<file path="config.mk">
export PLATFORM = sky130hd
export DESIGN_NAME = dds_timed_param_sequencer_flat
export DESIGN_NICKNAME = d
export VERILOG_FILES = /design/src/rtl/dds_timed_param_sequencer_if.sv /design/src/rtl/dds_timed_param_sequencer.sv /design/src/flat_wrapper.sv
export SDC_FILE = /design/constraint.sdc
export NUM_CORES = 2
export LEC_CHECK = 0
export ABC_AREA = 1
export CAP_MARGIN = 20
export CORE_MARGIN = 2
export CORE_UTILIZATION = 60
export CTS_CLUSTER_SIZE = 25
export DETAILED_ROUTE_END_ITERATION = 16
export HOLD_SLACK_MARGIN = 0.08
export PLACE_DENSITY = 0.78
export REMOVE_ABC_BUFFERS = 1
export SYNTH_ARGS = -nofsm -noshare
export SYNTH_HDL_FRONTEND = slang
export SYNTH_SLANG_ARGS = --single-unit
</file>
<file path="constraint.sdc">
create_clock -name clk -period 12 [get_ports clk]
set_input_delay 3 -clock clk [delete_from_list [all_inputs] [get_ports clk]]
set_output_delay 3 -clock clk [all_outputs]
set_load 0.03 [all_outputs]
</file>
<file path="src/rtl/dds_timed_param_sequencer_if.sv">
// Command channel of the DDS parameter sequencer: one timed frequency/phase update per
// valid & ready handshake.
interface dds_timed_param_sequencer_if;
    logic        cmd_valid;
    logic        cmd_ready;
    logic [47:0] cmd_time;
    logic [47:0] cmd_freq;
    logic [13:0] cmd_phase;
    logic        cmd_cont;

    modport master (
        output cmd_valid, cmd_time, cmd_freq, cmd_phase, cmd_cont,
        input  cmd_ready
    );

    modport slave (
        input  cmd_valid, cmd_time, cmd_freq, cmd_phase, cmd_cont,
        output cmd_ready
    );
endinterface

</file>
<file path="src/rtl/dds_timed_param_sequencer.sv">
// Timed parameter sequencer for the DDS phase MAC: queues commands and applies each one when
// timestamp reaches its cmd_time. Define DDS_SEQ_FLUSH_EN to add the `flush` input.
module dds_timed_param_sequencer #(
    parameter int FIFO_DEPTH = 16,
    parameter int MUL_CHUNK  = 16
) (
    input  logic                              clk,
    input  logic                              reset,
`ifdef DDS_SEQ_FLUSH_EN
    input  logic                              flush,
`endif
    input  logic [47:0]                       timestamp,
    dds_timed_param_sequencer_if.slave        cmd,
    input  logic                              late_clr,
    output logic [47:0]                       time_offset,
    output logic [47:0]                       freq,
    output logic [13:0]                       phase,
    output logic [47:0]                       acc_phase,
    output logic                              param_update,
    output logic                              busy,
    output logic                              late_error
);
    localparam int TW         = 48;
    localparam int PW         = 14;
    localparam int MUL_CYCLES = TW / MUL_CHUNK;
    localparam int AW         = $clog2(FIFO_DEPTH);
    localparam int CW         = (MUL_CYCLES > 1) ? $clog2(MUL_CYCLES) : 1;

    typedef struct packed {
        logic [TW-1:0] t;
        logic [TW-1:0] f;
        logic [PW-1:0] p;
        logic          c;
    } cmd_t;

    typedef enum logic [2:0] {S_IDLE, S_LOAD, S_CALC, S_ARMED, S_APPLY} state_t;

    state_t               state_q, state_d;
    cmd_t                 mem_q [FIFO_DEPTH];
    cmd_t                 cmd_in, stg_q;
    logic [AW:0]          wr_ptr_q, wr_ptr_d, rd_ptr_q, rd_ptr_d;
    logic                 ready_q, ready_d;
    logic [CW-1:0]        cnt_q, cnt_d;
    logic                 late_q, late_d;
    logic [TW-1:0]        off_q, freq_q, acc_q;
    logic [PW-1:0]        phase_q;
    logic [TW-1:0]        dt_sh_q, fsh_q, prod_q, part, new_acc;
    logic signed [TW-1:0] d;
    logic                 flush_w, push, pop, apply, late_set, empty;

`ifdef DDS_SEQ_FLUSH_EN
    assign flush_w = flush;
`else
    assign flush_w = 1'b0;
`endif

    assign cmd_in         = {cmd.cmd_time, cmd.cmd_freq, cmd.cmd_phase, cmd.cmd_cont};
    assign empty          = (wr_ptr_q == rd_ptr_q);
    assign push           = cmd.cmd_valid & ready_q & ~flush_w;
    assign cmd.cmd_ready  = ready_q & ~flush_w;
    assign d              = $signed(timestamp - stg_q.t);
    // One MUL_CHUNK slice of dt times the pre-shifted old frequency; carries past bit 47 are dropped.
    assign part           = TW'(dt_sh_q[MUL_CHUNK-1:0]) * fsh_q;
    assign new_acc        = stg_q.c ? (acc_q + prod_q + {phase_q, {(TW-PW){1'b0}}}) : '0;

    assign time_offset    = off_q;
    assign freq           = freq_q;
    assign phase          = phase_q;
    assign acc_phase      = acc_q;
    assign late_error     = late_q;
    assign param_update   = (state_q == S_APPLY);
    assign busy           = !empty || (state_q != S_IDLE);

    always_comb begin
        state_d  = state_q;
        cnt_d    = cnt_q;
        pop      = 1'b0;
        apply    = 1'b0;
        late_set = 1'b0;
        unique case (state_q)
            S_IDLE: begin
                if (!empty) begin
                    pop     = 1'b1;
                    state_d = S_LOAD;
                end
            end
            S_LOAD: begin
                cnt_d   = '0;
                state_d = S_CALC;
            end
            S_CALC: begin
                cnt_d = cnt_q + 1'b1;
                if (cnt_q == CW'(MUL_CYCLES - 1)) state_d = S_ARMED;
            end
            S_ARMED: begin
                // d == -1 lands the new values exactly in the cycle where timestamp == cmd_time.
                if (d >= 48'sd0) begin
                    late_set = 1'b1;
                    apply    = 1'b1;
                    state_d  = S_APPLY;
                end else if (d == -48'sd1) begin
                    apply   = 1'b1;
                    state_d = S_APPLY;
                end
            end
            S_APPLY: begin
                if (!empty) begin
                    pop     = 1'b1;
                    state_d = S_LOAD;
                end else begin
                    state_d = S_IDLE;
                end
            end
            default: state_d = S_IDLE;
        endcase
        if (flush_w) begin
            state_d  = S_IDLE;
            pop      = 1'b0;
            apply    = 1'b0;
            late_set = 1'b0;
        end
    end

    always_comb begin
        wr_ptr_d = flush_w ? '0 : wr_ptr_q + (AW+1)'(push);
        rd_ptr_d = flush_w ? '0 : rd_ptr_q + (AW+1)'(pop);
        ready_d  = ((wr_ptr_d - rd_ptr_d) != (AW+1)'(FIFO_DEPTH));
        late_d   = late_set ? 1'b1 : (late_clr ? 1'b0 : late_q);
    end

    always_ff @(posedge clk) begin
        if (reset) begin
            state_q  <= S_IDLE;
            wr_ptr_q <= '0;
            rd_ptr_q <= '0;
            ready_q  <= 1'b0;
            cnt_q    <= '0;
            late_q   <= 1'b0;
            off_q    <= '0;
            freq_q   <= '0;
            phase_q  <= '0;
            acc_q    <= '0;
        end else begin
            state_q  <= state_d;
            wr_ptr_q <= wr_ptr_d;
            rd_ptr_q <= rd_ptr_d;
            ready_q  <= ready_d;
            cnt_q    <= cnt_d;
            late_q   <= late_d;
            if (apply) begin
                off_q   <= stg_q.t;
                freq_q  <= stg_q.f;
                phase_q <= stg_q.p;
                acc_q   <= new_acc;
            end
        end
    end

    // Datapath storage: FIFO array, staging copy of the head and the shift-add multiplier.
    always_ff @(posedge clk) begin
        if (push) mem_q[wr_ptr_q[AW-1:0]] <= cmd_in;
        if (pop)  stg_q <= mem_q[rd_ptr_q[AW-1:0]];
        if (state_q == S_LOAD) begin
            dt_sh_q <= stg_q.t - off_q;
            fsh_q   <= freq_q;
            prod_q  <= '0;
        end else if (state_q == S_CALC) begin
            dt_sh_q <= dt_sh_q >> MUL_CHUNK;
            fsh_q   <= fsh_q << MUL_CHUNK;
            prod_q  <= prod_q + part;
        end
    end
endmodule

</file>
<file path="src/flat_wrapper.sv">
// flat-port wrapper written by rule: the top's interface ports become plain ports
module dds_timed_param_sequencer_flat 
#(
    parameter int FIFO_DEPTH = 16,
    parameter int MUL_CHUNK  = 16
)
  (clk, reset, timestamp, late_clr, time_offset, freq, phase, acc_phase, param_update, busy, late_error, cmd_cmd_valid, cmd_cmd_time, cmd_cmd_freq, cmd_cmd_phase, cmd_cmd_cont, cmd_cmd_ready);
  dds_timed_param_sequencer_if cmd_i ();
  input  logic clk;
  input  logic reset;
  input  logic [47:0] timestamp;
  input  logic late_clr;
  output logic [47:0] time_offset;
  output logic [47:0] freq;
  output logic [13:0] phase;
  output logic [47:0] acc_phase;
  output logic param_update;
  output logic busy;
  output logic late_error;
  input wire logic [$bits(cmd_i.cmd_valid)-1:0] cmd_cmd_valid;
  input wire logic [$bits(cmd_i.cmd_time)-1:0] cmd_cmd_time;
  input wire logic [$bits(cmd_i.cmd_freq)-1:0] cmd_cmd_freq;
  input wire logic [$bits(cmd_i.cmd_phase)-1:0] cmd_cmd_phase;
  input wire logic [$bits(cmd_i.cmd_cont)-1:0] cmd_cmd_cont;
  output wire logic [$bits(cmd_i.cmd_ready)-1:0] cmd_cmd_ready;
  assign cmd_i.cmd_valid = cmd_cmd_valid;
  assign cmd_i.cmd_time = cmd_cmd_time;
  assign cmd_i.cmd_freq = cmd_cmd_freq;
  assign cmd_i.cmd_phase = cmd_cmd_phase;
  assign cmd_i.cmd_cont = cmd_cmd_cont;
  assign cmd_cmd_ready = cmd_i.cmd_ready;
  dds_timed_param_sequencer #(.FIFO_DEPTH(FIFO_DEPTH), .MUL_CHUNK(MUL_CHUNK)) u_core (.clk(clk), .reset(reset), .timestamp(timestamp), .cmd(cmd_i), .late_clr(late_clr), .time_offset(time_offset), .freq(freq), .phase(phase), .acc_phase(acc_phase), .param_update(param_update), .busy(busy), .late_error(late_error));
endmodule
</file>
==> flow_metrics.tcl <==
set metrics [dict create \
    critPathKind "in2reg" \
    clock-sinks 2206 \
    yosysUniqueCellTypes 50 \
    hold_viol 0 \
    grt_pass1_wl_mm 543 \
    drt_iter0_drc 12200 \
    post_cts_buffers 0 \
    hold_path_startpoint "u_core.late_error$_SDFFE_PP0P_" \
    cts_tree "built" \
    fin_skew_ns 0.0830 \
    setup_viol_count_final 0 \
    antenna_left 0 \
    final_area_um2 129000 \
    timing.rr.start "u_core.dt_sh_q[1]$_DFFE_PP_" \
    num_vias 88200 \
    port-buffer-count 324 \
    drc 0 \
    worstSetupPathDepth 25 \
    grt_overflow 0 \
    min_period_ns 7.22 \
    final_cell_mix "nand2_1 (2453), edfxtp_1 (1983), inv_1 (1584)" \
    path_clk_slew_ns 0.07 \
    worst_skew_pair.late_latency_ns 0.91 \
    whs_endpoint "u_core.late_error$_SDFFE_PP0P_" \
    drive_gt1_frac 0.0462 \
    place_area_um2 122000 \
    relSlewSlack 0.00947 \
    fp.coreArea_um2 192000 \
    final_nets 12500 \
    worstSetupEndpointType "flop" \
    cp.required_ns 12.69 \
    ys_ff_latch 2206 \
    die_x_um 444 \
    holdPathStages 2 \
    finalWorstSetupSlack_ns 4.78 \
    dp_slack_ns 4.01 \
    routed_wl_mm 368 \
    r2r_cells 26 \
    cts_hold_buffers 0 \
    rsz0062_at_grt "false" \
    die_area_um2 197000 \
    antenna_found_initial 38 \
    fin_cells 14200 \
    row_count 161 \
    yosys_warnings 0 \
    grt_pass1_vias 87400 \
    die_y_um 444 \
    outcome "completed" \
    max_freq_mhz 138 \
    cts_resized 0 \
    cts_root_buf "clkbuf_16" \
    wl_per_cell_um 25.9 \
    cts_buffers 210 \
    layout_commonest_cell "nand2_1" \
    slowest_delay_ns 0.62 \
    grt_max_degree 231 \
    syn_avg_cell_area_um2 10.2 \
    initial_core_util 0.603 \
    syn_area_um2 116000 \
    maxCapViolations 0 \
    critPathTopFamily "simple AND/OR/NAND/NOR gates" \
    dpl.cell_count 13800 \
    hold_ws_ns 0.469 \
    cp_max_fo 65 \
    worstSetupStartpointType "primary input" \
    gp_congestion 0.997 \
    syn_inst 11400 \
    reg2reg_setup_slack_ns 4.94 \
    drv_slew 0 \
    area_growth_pct 10.8 \
    track_usage 0.371 \
    hp-class "reg2reg" \
    period_share 0.602 \
    avgViaCountPerCell 6.21 \
    worst-path-buf-inv 5 \
    worstMarginPinSlew_ns 1.49 \
    post-dp-hpwl_mm 229 \
    cts-htree-levels 4 \
    clock_path_buffers 3 \
    cp_common_cell "nand2_1" \
    synth-seq-area-share 0.551 \
    drt_first_pass_iters 9 \
    ios 325 \
    worstPathArrival_ns 7.92 \
    critPathSlowestCell "buf_4" \
    timing.rr.end "u_core.prod_q[40]$_SDFFE_PN0P_" \
]
-- cells by family (layout without fill, tap and decap cells) --
| logic type | Yosys count | count (layout) | share of synthesized area |
|---|---|---|---|
| DFF | 2206 | 2206 | 0.551 |
| buffers and inverters | 2196 | 2458 | 0.0720 |
| other | 0 | 25 | 0 |
| xor gates and xnor gates | 105 | 105 | 0.00792 |
| and+or+nand+nor | 4012 | 4012 | 0.140 |
| adders and majority gates | 857 | 857 | 0.131 |
| AOI/OAI and AO/OA | 2010 | 2010 | 0.0984 |
-- tightest hold or removal path: stages, from the launching register on --
cell     delay, ns
dfxtp_1       0.31
nand2_1       0.06
a21oi_1       0.06
-- through the flow --
stage / utilization / TNS (ns)
5_1_grt: 0.669 / 0
3_5_place_dp: 0.632 / 0
6_report: 0.669 / 0
2_1_floorplan: - / -4273.41
4_1_cts: 0.668 / 0
3_3_place_gp: 0.632 / 0
-- routing by layer --
metal | global-route usage | up-vias | part of all wire
li1 | - | 38300 | -
met1 | 0.483 | 42700 | 0.36
met2 | 0.588 | 6088 | 0.46
met3 | 0.0693 | 1108 | 0.12
met4 | 0.216 | 12 | 0.062
met5 | 0 | - | 0.00019
-- synthesized netlist by cell type, drive strengths merged --
cell type     n  area share
a311oi        1    0.000075
nand3       481       0.021
o2111ai       1    0.000075
nor4         12     0.00065
o22ai       140      0.0075
nand3b       15     0.00097
a31oi        46      0.0025
a22o          3     0.00023
nand2      2457       0.079
a21oi       708       0.031
a211oi        1    0.000065
o21bai       20      0.0014
o311ai        1    0.000075
edfxtp     1983        0.51
xnor2        47      0.0035
a21boi       22      0.0014
nor2        847       0.027
o21a         17      0.0011
dfxtp       223       0.038
nand4       118      0.0064
a31o          2     0.00015
ha          267       0.029
a221oi      135       0.010
and2          4     0.00022
o221ai       92      0.0069
o21ai       789       0.034
o221a         2     0.00019
or2          38      0.0020
inv        1595       0.052
fa          590        0.10
buf          74      0.0034
xor2         58      0.0044
clkbuf      523       0.017
nor3         33      0.0014
a41oi         1    0.000075
a21o         15     0.00097
clkinv        4     0.00013
o211ai       14     0.00091
and3          7     0.00038
-- flip-flops by register name, indices dropped and copies added, names as in the netlist --
name,count
u_core.acc_phase,48
u_core.cmd.cmd_ready,1
u_core.cnt_q,2
u_core.dt_sh_q,48
u_core.freq,48
u_core.fsh_q,48
u_core.late_error,1
u_core.mem_q,1776
u_core.phase,14
u_core.prod_q,48
u_core.rd_ptr_q,5
u_core.state_q,3
u_core.stg_q,111
u_core.time_offset,48
u_core.wr_ptr_q,5
-- area by class of cell --
cell class | instances | area (µm²)
timing repair buffer | 463 | 4470
sequential | 2206 | 64000
clock buffer | 270 | 5630
multi-input combinational | 6984 | 43900
inverter | 1599 | 6030
fill | 14000 | 63700
clock inverter | 126 | 1400
tap | 2526 | 3160
antenna | 25 | 62.6
-- worst max path at each step --
stage | from | slack, ns | to
after floorplan | u_core.rd_ptr_q[0]$_SDFF_PP0_ | -26.73 | u_core.stg_q[109]$_DFFE_PP_
after global placement | timestamp[0] | 4.02 | u_core.time_offset[10]$_SDFFE_PP0P_
after detailed placement | timestamp[0] | 4.01 | u_core.freq[20]$_SDFFE_PP0P_
after CTS | timestamp[0] | 4.86 | u_core.freq[24]$_SDFFE_PP0P_
after global routing | timestamp[0] | 4.40 | u_core.time_offset[28]$_SDFFE_PP0P_
final | timestamp[0] | 4.78 | u_core.freq[24]$_SDFFE_PP0P_
Power is left out: the tool's default activity adds up to more than one toggle a clock period on the data nets, which glitch-free logic cannot reach.
